### src/rtl/alu_pkg.sv
// -----------------------------------------------------------------------------
// alu_pkg
// Shared definitions for the ALU issuer:
//   - ALU operation codes driven on alu_ctrl
//   - bit positions of the fields inside a 13-bit instruction word
//   - the issuer FSM state encoding
//   - a helper that tells legal op codes from illegal ones
// -----------------------------------------------------------------------------
package alu_pkg;

   // ALU operation codes; everything above ALU_NOT is illegal
   localparam logic [3:0] ALU_ADD = 4'b0000;
   localparam logic [3:0] ALU_SUB = 4'b0001;
   localparam logic [3:0] ALU_AND = 4'b0010;
   localparam logic [3:0] ALU_OR  = 4'b0011;
   localparam logic [3:0] ALU_NOT = 4'b0100;

   // Instruction word layout: {op, rd, rs, rt}
   localparam int INS_W  = 13;
   localparam int OP_MSB = 12;
   localparam int OP_LSB = 9;
   localparam int RD_MSB = 8;
   localparam int RD_LSB = 6;
   localparam int RS_MSB = 5;
   localparam int RS_LSB = 3;
   localparam int RT_MSB = 2;
   localparam int RT_LSB = 0;

   typedef enum logic [1:0] {
      ST_IDLE   = 2'b00,
      ST_ISSUE  = 2'b01,
      ST_CAPT   = 2'b10,
      ST_REPORT = 2'b11
   } state_e;

   // Op codes are contiguous from ADD up to NOT
   function automatic logic op_is_legal(input logic [3:0] op);
      return (op <= ALU_NOT);
   endfunction

endpackage

### src/rtl/alu_issuer_fifo.sv
// -----------------------------------------------------------------------------
// alu_issuer_fifo
// Synchronous FIFO holding pending instruction words.
// Ports:
//   clk, reset   rising-edge clock, synchronous active-high reset
//   push         write push_data when not full
//   push_data    entry to enqueue
//   pop          remove the head when not empty
//   pop_data     current head entry (valid while !empty)
//   full         registered: no room for another push
//   empty        registered: nothing the reader may pop
// Pointers carry one extra wrap bit so full and empty are told apart by the
// MSB.  A freshly written entry is exposed to the reader one cycle after its
// write, so a slot is never written and read in the same cycle.
// -----------------------------------------------------------------------------
module alu_issuer_fifo #(
   parameter int DEPTH = 4,
   parameter int W     = 13
) (
   input  logic         clk,
   input  logic         reset,
   input  logic         push,
   input  logic [W-1:0] push_data,
   input  logic         pop,
   output logic [W-1:0] pop_data,
   output logic         full,
   output logic         empty
);

   localparam int AW = $clog2(DEPTH);

   logic [AW:0]  wr_ptr_q, wr_ptr_d;
   logic [AW:0]  rd_ptr_q, rd_ptr_d;
   logic [W-1:0] mem_q [DEPTH];
   logic [W-1:0] mem_d [DEPTH];
   logic         full_q, full_d;
   logic         empty_q, empty_d;
   logic         push_ok_s;
   logic         pop_ok_s;

   assign push_ok_s = push && !full_q;
   assign pop_ok_s  = pop && !empty_q;
   assign pop_data  = mem_q[rd_ptr_q[AW-1:0]];
   assign full      = full_q;
   assign empty     = empty_q;

   // Next-state pointers, storage and status flags
   always_comb begin
      mem_d    = mem_q;
      wr_ptr_d = push_ok_s ? (wr_ptr_q + (AW+1)'(1)) : wr_ptr_q;
      rd_ptr_d = pop_ok_s  ? (rd_ptr_q + (AW+1)'(1)) : rd_ptr_q;
      if (push_ok_s) begin
         mem_d[wr_ptr_q[AW-1:0]] = push_data;
      end else begin
         mem_d = mem_q;
      end
      full_d  = (wr_ptr_d[AW] != rd_ptr_d[AW]) &&
                (wr_ptr_d[AW-1:0] == rd_ptr_d[AW-1:0]);
      // Empty now, or was empty during the cycle just ending
      empty_d = (wr_ptr_d == rd_ptr_d) || (wr_ptr_q == rd_ptr_q);
   end

   // State registers with synchronous reset
   always_ff @(posedge clk) begin
      if (reset) begin
         wr_ptr_q <= '0;
         rd_ptr_q <= '0;
         mem_q    <= '{default: '0};
         full_q   <= 1'b0;
         empty_q  <= 1'b1;
      end else begin
         wr_ptr_q <= wr_ptr_d;
         rd_ptr_q <= rd_ptr_d;
         mem_q    <= mem_d;
         full_q   <= full_d;
         empty_q  <= empty_d;
      end
   end

endmodule

### src/rtl/alu_issuer.sv
// -----------------------------------------------------------------------------
// alu_issuer
// Command-side initiator for an external 8-bit combinational ALU.  Queues
// instructions, reads operands from an internal 8x8 register file, drives the
// ALU, captures its result, writes it back and reports it on a result port.
// Ports:
//   clk, reset            rising-edge clock, synchronous active-high reset
//   ins_valid/ins_ready   instruction handshake, ins_data = {op,rd,rs,rt}
//   wr_en/wr_addr/wr_data host write into the register file
//   alu_ctrl/alu_x/alu_y  registered drive to the ALU
//   alu_out/alu_carry     ALU response
//   res_valid/res_ready   result handshake
//   res_data/res_carry/res_rd/res_err  captured result, destination, error
//   perf_count            completed result handshakes (only with
//                         ALU_ISSUER_PERF_EN defined)
// Optional feature macro: ALU_ISSUER_PERF_EN
// -----------------------------------------------------------------------------
module alu_issuer
   import alu_pkg::*;
#(
   parameter int FIFO_DEPTH = 4,
   parameter int NREG       = 8
) (
   input  logic              clk,
   input  logic              reset,
   input  logic              ins_valid,
   output logic              ins_ready,
   input  logic [INS_W-1:0]  ins_data,
   input  logic              wr_en,
   input  logic [2:0]        wr_addr,
   input  logic [7:0]        wr_data,
   output logic [3:0]        alu_ctrl,
   output logic [7:0]        alu_x,
   output logic [7:0]        alu_y,
   input  logic [7:0]        alu_out,
   input  logic              alu_carry,
   output logic              res_valid,
   input  logic              res_ready,
   output logic [7:0]        res_data,
   output logic              res_carry,
   output logic [2:0]        res_rd,
   output logic              res_err
`ifdef ALU_ISSUER_PERF_EN
   ,output logic [15:0]      perf_count
`endif
);

   state_e           state_q, state_d;
   logic [INS_W-1:0] instr_q, instr_d;
   logic [3:0]       alu_ctrl_q, alu_ctrl_d;
   logic [7:0]       alu_x_q, alu_x_d;
   logic [7:0]       alu_y_q, alu_y_d;
   logic             res_valid_q, res_valid_d;
   logic [7:0]       res_data_q, res_data_d;
   logic             res_carry_q, res_carry_d;
   logic [2:0]       res_rd_q, res_rd_d;
   logic             res_err_q, res_err_d;
   logic [7:0]       rf_q [NREG];
   logic [7:0]       rf_d [NREG];

   logic             fifo_full_s;
   logic             fifo_empty_s;
   logic             fifo_pop_s;
   logic [INS_W-1:0] fifo_head_s;
   logic [3:0]       op_s;
   logic [2:0]       rd_s;
   logic [2:0]       rs_s;
   logic [2:0]       rt_s;

   alu_issuer_fifo #(
      .DEPTH (FIFO_DEPTH),
      .W     (INS_W)
   ) u_fifo (
      .clk       (clk),
      .reset     (reset),
      .push      (ins_valid),
      .push_data (ins_data),
      .pop       (fifo_pop_s),
      .pop_data  (fifo_head_s),
      .full      (fifo_full_s),
      .empty     (fifo_empty_s)
   );

   assign op_s = instr_q[OP_MSB:OP_LSB];
   assign rd_s = instr_q[RD_MSB:RD_LSB];
   assign rs_s = instr_q[RS_MSB:RS_LSB];
   assign rt_s = instr_q[RT_MSB:RT_LSB];

   assign ins_ready = !fifo_full_s;
   assign alu_ctrl  = alu_ctrl_q;
   assign alu_x     = alu_x_q;
   assign alu_y     = alu_y_q;
   assign res_valid = res_valid_q;
   assign res_data  = res_data_q;
   assign res_carry = res_carry_q;
   assign res_rd    = res_rd_q;
   assign res_err   = res_err_q;

   // FSM next state, ALU drive, result capture and register-file writes
   always_comb begin
      state_d     = state_q;
      instr_d     = instr_q;
      alu_ctrl_d  = alu_ctrl_q;
      alu_x_d     = alu_x_q;
      alu_y_d     = alu_y_q;
      res_valid_d = res_valid_q;
      res_data_d  = res_data_q;
      res_carry_d = res_carry_q;
      res_rd_d    = res_rd_q;
      res_err_d   = res_err_q;
      fifo_pop_s  = 1'b0;
      rf_d        = rf_q;

      // Host write first so a same-cycle writeback below overrides it
      if (wr_en) begin
         rf_d[wr_addr] = wr_data;
      end else begin
         rf_d = rf_q;
      end

      case (state_q)
         ST_IDLE: begin
            if (!fifo_empty_s) begin
               fifo_pop_s = 1'b1;
               instr_d    = fifo_head_s;
               state_d    = ST_ISSUE;
            end else begin
               state_d    = ST_IDLE;
            end
         end
         ST_ISSUE: begin
            // Operands come from rf_q: host writes of this cycle are not seen
            if (op_is_legal(op_s)) begin
               alu_ctrl_d = op_s;
               alu_x_d    = rf_q[rs_s];
               alu_y_d    = (op_s == ALU_NOT) ? 8'h00 : rf_q[rt_s];
               state_d    = ST_CAPT;
            end else begin
               // ALU drive is left untouched; report the error directly
               res_valid_d = 1'b1;
               res_err_d   = 1'b1;
               res_data_d  = 8'h00;
               res_carry_d = 1'b0;
               res_rd_d    = rd_s;
               state_d     = ST_REPORT;
            end
         end
         ST_CAPT: begin
            res_valid_d = 1'b1;
            res_err_d   = 1'b0;
            res_data_d  = alu_out;
            res_carry_d = alu_carry;
            res_rd_d    = rd_s;
            rf_d[rd_s]  = alu_out;
            state_d     = ST_REPORT;
         end
         ST_REPORT: begin
            if (res_ready) begin
               res_valid_d = 1'b0;
               state_d     = ST_IDLE;
            end else begin
               state_d     = ST_REPORT;
            end
         end
         default: begin
            res_valid_d = 1'b0;
            state_d     = ST_IDLE;
         end
      endcase
   end

`ifdef ALU_ISSUER_PERF_EN
   logic [15:0] perf_q, perf_d;

   assign perf_count = perf_q;

   // Count completed result handshakes; wraps naturally at 16 bits
   always_comb begin
      if (res_valid_q && res_ready) begin
         perf_d = perf_q + 16'd1;
      end else begin
         perf_d = perf_q;
      end
   end

   // Performance counter register
   always_ff @(posedge clk) begin
      if (reset) begin
         perf_q <= 16'h0000;
      end else begin
         perf_q <= perf_d;
      end
   end
`endif

   // FSM, ALU drive, result and register-file state
   always_ff @(posedge clk) begin
      if (reset) begin
         state_q     <= ST_IDLE;
         instr_q     <= '0;
         alu_ctrl_q  <= 4'h0;
         alu_x_q     <= 8'h00;
         alu_y_q     <= 8'h00;
         res_valid_q <= 1'b0;
         res_data_q  <= 8'h00;
         res_carry_q <= 1'b0;
         res_rd_q    <= 3'd0;
         res_err_q   <= 1'b0;
         rf_q        <= '{default: 8'h00};
      end else begin
         state_q     <= state_d;
         instr_q     <= instr_d;
         alu_ctrl_q  <= alu_ctrl_d;
         alu_x_q     <= alu_x_d;
         alu_y_q     <= alu_y_d;
         res_valid_q <= res_valid_d;
         res_data_q  <= res_data_d;
         res_carry_q <= res_carry_d;
         res_rd_q    <= res_rd_d;
         res_err_q   <= res_err_d;
         rf_q        <= rf_d;
      end
   end

endmodule

### config.mk
export PLATFORM = sky130hd
export DESIGN_NAME = alu_issuer
export DESIGN_NICKNAME = d
export VERILOG_FILES = /design/src/rtl/alu_pkg.sv /design/src/rtl/alu_issuer_fifo.sv /design/src/rtl/alu_issuer.sv
export SDC_FILE = /design/constraint.sdc
export NUM_CORES = 1
export LEC_CHECK = 0
export BUFFER_PORTS_ARGS = -buffer_cell sky130_fd_sc_hd__buf_2
export CAP_MARGIN = 10
export CORE_MARGIN = 2
export CORE_UTILIZATION = 60
export CTS_CLUSTER_DIAMETER = 40
export DETAILED_ROUTE_END_ITERATION = 7
export MAX_ROUTING_LAYER = met4
export PLACE_DENSITY = 0.8
export REMOVE_ABC_BUFFERS = 1
export SLEW_MARGIN = 20
export SYNTH_ARGS = -nofsm -noshare
export SYNTH_HDL_FRONTEND = slang
export SYNTH_HIERARCHICAL = 1
export SYNTH_SLANG_ARGS = --single-unit
### constraint.sdc
create_clock -name clk -period 3.3 [get_ports clk]
set_clock_uncertainty 0.05 [all_clocks]
set_input_delay 0.495 -clock clk [delete_from_list [all_inputs] [get_ports clk]]
set_output_delay 0.495 -clock clk [all_outputs]
set_load 0.01 [all_outputs]
# --- After elaboration in Yosys (flattened, before gate mapping) ---
# Cells that the tools add are included.
totals:
  regBits: 173
  out_inout_bits: 35
  elab_cells: 110
  in_bits: 38
classes:
  magnitude_cmp: 10
  mux: 39
  bitwise: 7
  n_addsub: 2
  n_reduce_logical: 16
  eq_ne: 10
op_table:
  columns: ["op", "count"]
  rows:
  - ["64-bit bitwise mux", 2]
  - ["64-bit 2-to-1 mux", 2]
  - ["8-bit 2-to-1 mux", 8]
  - ["52-bit bitwise mux", 1]
  - ["8-bit binary-select mux with 3-bit select", 2]
  - ["8-bit demux with 3-bit select", 2]
  - ["13-bit 2-to-1 mux", 3]
  - ["13-bit binary-select mux with 2-bit select", 1]
  - ["13-bit demux with 2-bit select", 1]
  - ["4-bit greater-or-equal comparator (second input constant)", 4]
  - ["3-bit inverter with 4-bit output", 4]
  - ["8-bit case mux with 2 select lines", 1]
  - ["3-bit 2-to-1 mux", 3]
  - ["4-bit by 1-bit less-than comparator with 1-bit output (second input constant)", 2]
  - ["2-bit case mux with 4 select lines", 1]
  - ["1-bit 2-to-1 mux", 7]
  - ["3-bit by 1-bit adder with 3-bit output (second input constant)", 2]
  - ["3-bit == test", 2]
  - ["3-bit greater-or-equal comparator (second input constant)", 2]
  - ["1-bit logical AND", 6]
  - ["2-bit inverter with 3-bit output", 2]
  - ["3-bit case mux with 2 select lines", 1]
  - ["2-bit AND reduction", 3]
  - ["2-bit == test (second input constant)", 2]
  - ["17 further kinds", 20]

# --- Longest topological paths before layout ---
logic_depth:
  ltp_word: 9
  ltp_mapped: 9
  ltp_nobuf: 6

# --- Hierarchy ---
# Netlist, hierarchy kept.
modules_own_cells:
  columns: ["mod", "cells_per_inst", "area_each_um2", "seq_area_each_um2", "n_inst"]
  rows:
  - ["alu_issuer", 625, 6119.6, 2262.2, 1]
  - ["alu_issuer_fifo", 301, 2611.3, 1201.2, 1]

# --- Least setup slack after synthesis ---
# No wires, ideal clock.
synth_path:
  kind: "flip-flop to flip-flop"
  from: "reg state_q[1]"
  to: "reg u_fifo.empty_q, in the netlist u_fifo/empty"
  slack_ps: 1201
  t_arrival_ps: 1918
  setup_time_ps: 131
  path_stages_with_launch: 10
  n_path_buf: 3
  cell_sequence: "dfxtp_1 -> buf_4 -> or3_1 -> clkbuf_1 -> inv_2 -> buf_2 -> nor2b_1 -> nor3_1 -> a311oi_1 -> o31ai_1"
synth_via:
  elab_chain_cells: 6
synth_rtl:
  columns: ["element", "line_no", "rtl"]
  rows:
  - ["start: declaration", "alu_issuer.sv:48", "state_e state_q, state_d;"]
  - ["start signal: assignment", "alu_issuer.sv:211", "state_q <= state_d;"]
  - ["2-bit zero test", "alu_issuer.sv:121", "case (state_q)"]
  - ["1-bit 2-to-1 mux", "alu_issuer.sv:121", null]
  - ["net fifo_pop_s", "alu_issuer.sv:63", "logic fifo_pop_s;"]
  - ["1-bit logical AND", "alu_issuer_fifo.sv:42", "assign pop_ok_s = pop && !empty_q;"]
  - ["3-bit 2-to-1 mux", "alu_issuer_fifo.sv:51", "rd_ptr_d = pop_ok_s ? (rd_ptr_q + (AW+1)'(1)) : rd_ptr_q;"]
  - ["3-bit == test", "alu_issuer_fifo.sv:60", "empty_d = (wr_ptr_d == rd_ptr_d) || (wr_ptr_q == rd_ptr_q);"]
  - ["1-bit logical OR", "alu_issuer_fifo.sv:60", null]
  - ["end signal: assignment", "alu_issuer_fifo.sv:76", "empty_q <= empty_d;"]
  - ["end: declaration", "alu_issuer_fifo.sv:37", "logic empty_q, empty_d;"]
# The timed path passes the listed nets, and every way through them passes these cells.
# A chain may end at the register's enable or synchronous reset.

# --- Final worst setup path ---
layout_path:
  from: "reg state_q[1]"
  to: "reg u_fifo.full_q, in the netlist u_fifo/full"
layout_via:
  elab_chain_cells: 6
  elab_cells_between_ends: 7
  classes_between: "2 x eq/ne; 2 x mux; 3 x reduce/logical"
layout_rtl:
  columns: ["element", "line_no", "rtl"]
  rows:
  - ["2-bit zero test (*)", "alu_issuer.sv:121", null]
  - ["1-bit 2-to-1 mux (*)", "alu_issuer.sv:121", null]
  - ["1-bit logical AND (*)", "alu_issuer_fifo.sv:42", null]
  - ["3-bit 2-to-1 mux (*)", "alu_issuer_fifo.sv:51", null]
  - ["2-bit == test / 1-bit != test (equally long branches)", "alu_issuer_fifo.sv:58, alu_issuer_fifo.sv:57", null]
  - ["1-bit logical AND (*)", "alu_issuer_fifo.sv:57", "full_d = (wr_ptr_d[AW] != rd_ptr_d[AW]) &&"]
  - ["end signal: assignment", "alu_issuer_fifo.sv:75", "full_q <= full_d;"]
  - ["end: declaration", "alu_issuer_fifo.sv:36", "logic full_q, full_d;"]
# Mark *: on every way between the ends. The rest lies on a longest branch, timed or not.

==> impl_table.tex <==
\begin{tabular}{lr}
\hline
Metric & Value \\
\hline
\multicolumn{2}{l}{\textbf{STA}} \\
\quad Worst-margin pin slew & 1110 ps \\
\quad Period utilisation layout & 73.2\% \\
\quad Final number of max-transition violations & 0 \\
\quad Setup repair after global routing missed its margin & false \\
\quad F\_max & 414 MHz \\
\quad Final critical path time including I/O delays and setup & 2410 ps \\
\quad Fin Setup TNS & 0 ps \\
\quad Endpoints failing hold & 0 \\
\quad Worst Setup Slack, final & 885 ps \\
\quad Number of setup violations in the final report & 0 \\
\quad Max-slew headroom at the worst pin & 26.3\% \\
\multicolumn{2}{l}{\textbf{Detailed routing}} \\
\quad Count of unresolved DRC violations after routing & 0 \\
\quad Drt wl/cell & 21.0 µm \\
\quad Vias per inst & 6.47 \\
\quad Routed wire length & 23.7 mm \\
\quad Vias & 7314 \\
\quad Initial DRC count & 744 \\
\quad Initial DRT Pass Iterations & 6 \\
\quad Remaining antenna violation count & 0 \\
\multicolumn{2}{l}{\textbf{Clocking}} \\
\quad Quantity of gates resized following cts & 0 \\
\quad Hold buffer count at CTS & 0 \\
\quad CTS Buffer Depth & 2 \\
\quad Deepest level of the CTS H-tree & 4 \\
\quad CTS Buf Count & 17 \\
\quad Master cell of the clock root buffer & clkbuf\_16 \\
\quad Clock insertion delay at the later pin of the skew report & 430 ps \\
\quad Post CTS Setup Buffer Count & 0 \\
\quad Register clock-pin slew on the reported worst setup and hold paths & 60 ps \\
\quad Clock tree from TritonCTS & built \\
\quad Number of clock sinks seen by CTS & 173 \\
\multicolumn{2}{l}{\textbf{Yosys}} \\
\quad Share of cell area taken by muxes after synthesis & 19.5\% \\
\quad Post-synth top flop & dfxtp\_1 \\
\quad Post-synthesis share of cell area spent on and, or, nand and nor gates & 15.5\% \\
\quad Number of enable flip-flop cells after synthesis & 0 \\
\quad Netlist cell types & 55 \\
\quad Mapped Avg Cell Area & 9.43 µm² \\
\quad Cell type with the largest total area after synthesis & dfxtp\_1 \\
\quad Number of warnings printed during yosys synthesis & 6 \\
\quad Proportion of register bits with asynchronous set or reset after synthesis & 0\% \\
\quad Synth Area in Compound Gates & 17.6\% \\
\quad Combinational family with the most area after synthesis & multiplexers \\
\quad Post-synthesis share of cell area spent on xor and xnor gates & 1.09\% \\
\quad Portion of the post-synthesis area used by sequential elements & 39.7\% \\
\quad Portion of synthesized cell area occupied by the leading cell type & 39.7\% \\
\quad Number of instances in the synthesized netlist & 926 \\
\quad Area of the mapped netlist & 8730 µm² \\
\quad Largest cells by area after synthesis & dfxtp\_1 (40\%), mux2i\_1 (12\%), mux4\_2 (6.7\%), nand2\_1 (6.4\%), a211oi\_2 (4.6\%) \\
\quad Arithmetic-cell share of the synthesized area counting full adders, half adders and majority gates & 0.717\% \\
\quad \#FFs+latches synth & 173 \\
\multicolumn{2}{l}{\textbf{Critical path}} \\
\quad End of the worst register-to-register path & u\_fifo/full\$\_SDFF\_PP0\_ \\
\quad CP peak stage delay & 630 ps \\
\quad Category of the worst setup path capture point & flip-flop \\
\quad Data required time at the worst endpoint & 3530 ps \\
\quad Worst-case register-to-register setup slack & 890 ps \\
\quad Buf+Inv Stages, Crit Path & 1 \\
\quad WS Path Type & reg -> reg \\
\quad Critical-path cell list & or3\_1, inv\_2, nor2b\_1, nor3\_1, a311oi\_1, nor4\_1 \\
\quad Cell with the biggest individual delay on the critical path & or3\_1 \\
\quad Number of cell instances on the worst register-to-register path & 6 \\
\quad Launching point of the worst reg2reg path & state\_q[1]\$\_SDFF\_PP0\_ \\
\quad Critical Path AT & 2640 ps \\
\quad Max Fanout on Critical Path & 19 \\
\quad Startpoint kind of the worst setup timing path & flip-flop \\
\quad Family with the most delay on the worst path & simple AND/OR/NAND/NOR gates \\
\multicolumn{2}{l}{\textbf{Power}} \\
\quad Total Power Consumption & 5.08 mW \\
\quad Cell leakage power & 3.34 nW \\
\quad Ratio of total power to cell area & 527 nW/µm² \\
\quad Max VDD drop & 395 µV \\
\multicolumn{2}{l}{\textbf{Hold path}} \\
\quad Worst hold endpoint & res\_carry\$\_SDFFE\_PP0P\_ \\
\quad Hold\_sp & alu\_carry \\
\quad Class of the worst hold path & in -> reg \\
\quad WHS Path Cells & 3 \\
\multicolumn{2}{l}{\textbf{Layout}} \\
\quad Combined area of the multi-input logic cells & 4780 µm² \\
\quad Commonest cells after routing, fill and taps aside & dfxtp\_1 (172), nand2\_1 (149), mux2i\_1 (104), a21oi\_1 (79), buf\_2 (71) \\
\quad N\_diodes & 0 \\
\quad Area delta synth->final & 10.5\% \\
\quad Final Cell Area & 9650 µm² \\
\quad Most common cell after layout, fill and taps aside & dfxtp\_1 \\
\quad Layout cell share with drive strength beyond 1 & 20.3\% \\
\quad Fill count & 1154 \\
\quad Combined flip-flop and latch cell area & 3460 µm² \\
\quad Post-layout net count & 977 \\
\quad Final Util & 67.2\% \\
\multicolumn{2}{l}{\textbf{GRT}} \\
\quad Total global routing track utilization & 31.5\% \\
\quad Overflow after GRT & 0 \\
\quad Via count of the first global-routing pass & 7109 \\
\quad Initial antenna violation count & 0 \\
\quad Maximum number of pins on one net before global-route repair & 129 \\
\quad Wire length of the first global-routing pass & 37.5 mm \\
\multicolumn{2}{l}{\textbf{Run status}} \\
\quad Result of the run & finished, final reports clean \\
\multicolumn{2}{l}{\textbf{Flow run}} \\
\quad Number of maximum-capacitance constraint violations & 0 \\
\multicolumn{2}{l}{\textbf{Placed design}} \\
\quad Placement Setup Slack & 930 ps \\
\quad Number of port buffers & 72 \\
\quad Post-place instance area & 9020 µm² \\
\quad Placed wire-length estimate & 14.6 mm \\
\quad GPL Wtd Cong & 0.856 \\
\multicolumn{2}{l}{\textbf{Floorplan}} \\
\quad Initial Util & 60.8\% \\
\quad Core area & 14400 µm² \\
\quad Width of the die & 125 µm \\
\quad Die Y-Extent & 125 µm \\
\quad I/O pin count & 73 \\
\quad Die area & 15500 µm² \\
\quad FP Rows & 44 \\
\hline
\end{tabular}
## how the worst max path moves through the flow
stage	start	end	slack, ps	cells past startpoint
floorplan	wr_addr[0]	rf_q[56]$_SDFF_PP0_	880	3
global placement	state_q[1]$_SDFF_PP0_	u_fifo/empty$_SDFF_PP1_	980	6
detailed placement	state_q[1]$_SDFF_PP0_	u_fifo/full$_SDFF_PP0_	930	6
CTS	state_q[1]$_SDFF_PP0_	u_fifo/full$_SDFF_PP0_	900	6
global route	state_q[1]$_SDFF_PP0_	u_fifo/full$_SDFF_PP0_	710	6
finish	state_q[1]$_SDFF_PP0_	u_fifo/full$_SDFF_PP0_	890	6
## cells by family (layout without fill, tap and decap cells)
logic type | after synthesis | count (layout)
DFF | 173 | 173
and+or+nand+nor | 284 | 284
buffers and inverters | 113 | 133
xor gates and xnor gates | 10 | 10
adders and majority gates | 5 | 5
AOI/OAI and AO/OA | 208 | 208
muxes | 133 | 133
## stage by stage
| stage | cells | hold WS (ps) |
|---|---|---|
| 5_1_grt | 1130 | 209 |
| 6_report | 1130 | 216 |
| 2_1_floorplan | 828 | 375 |
| 3_3_place_gp | 1099 | 388 |
| 4_1_cts | 1130 | 209 |
| 3_5_place_dp | 1099 | 388 |
## cells in the mapped netlist (all sizes together), types with 2 or more instances
cell / count
buf: 53
clkbuf: 45
ha: 5
nor4bb: 4
nand4b: 6
a22oi: 16
xor2: 6
a21oi: 80
a31oi: 6
a211oi: 73
o41ai: 9
xnor2: 4
o21ai: 4
nor3: 68
mux4: 29
and2: 7
nand2b: 4
nand3: 2
mux2i: 104
nor2: 12
and3: 3
a32o: 8
nor2b: 7
nand2: 149
or3b: 2
o211ai: 4
a221oi: 3
o21a: 2
or2: 9
nor3b: 2
inv: 15
nor4: 2
nand3b: 3
dfxtp: 173
## area by class of cell
type / count / share of cell area [%]
Inverter: 15 / 0.584
Tap cell: 184 / 2.39
Sequential cell: 173 / 35.9
Timing Repair Buffer: 87 / 5.10
Clock inverter: 11 / 1.72
Clock buffer: 20 / 4.73
Multi-Input combinational cell: 640 / 49.6
## power breakdown
part           total (mW)  switching, mW  internal (mW)
registers            2.29         0.0924           2.20
clock network        2.13          0.835           1.30
logic               0.660          0.402          0.258
## registers in the layout (all words and copies together) (netlist names), 2 cells and up
signal,cells
u_fifo/rd_ptr_q,3
alu_ctrl,4
state_q,2
rf_q,64
u_fifo/mem_q,52
res_data,8
instr_q,13
alu_y,8
alu_x,8
u_fifo/wr_ptr_q,3
res_rd,3
## metal layers
| layer | track usage (%) | part of all wire, % | vias up |
|---|---|---|---|
| li1 | - | - | 3390 |
| met1 | 38.0 | 40 | 3513 |
| met3 | 6.40 | 7.1 | 83 |
| met4 | 14.7 | 4.3 | 0 |
| met5 | - | 0 | - |
| met2 | 51.0 | 49 | 328 |
## worst min-delay path: cells and delay by family
family / cells / cell delay [ps]
AO/OA/AOI/OAI: 1 / 50
buffers and inverters: 1 / 80
AND/OR/NAND/NOR: 1 / 40
No activity file was read; power rests on OpenSTA's default activity.
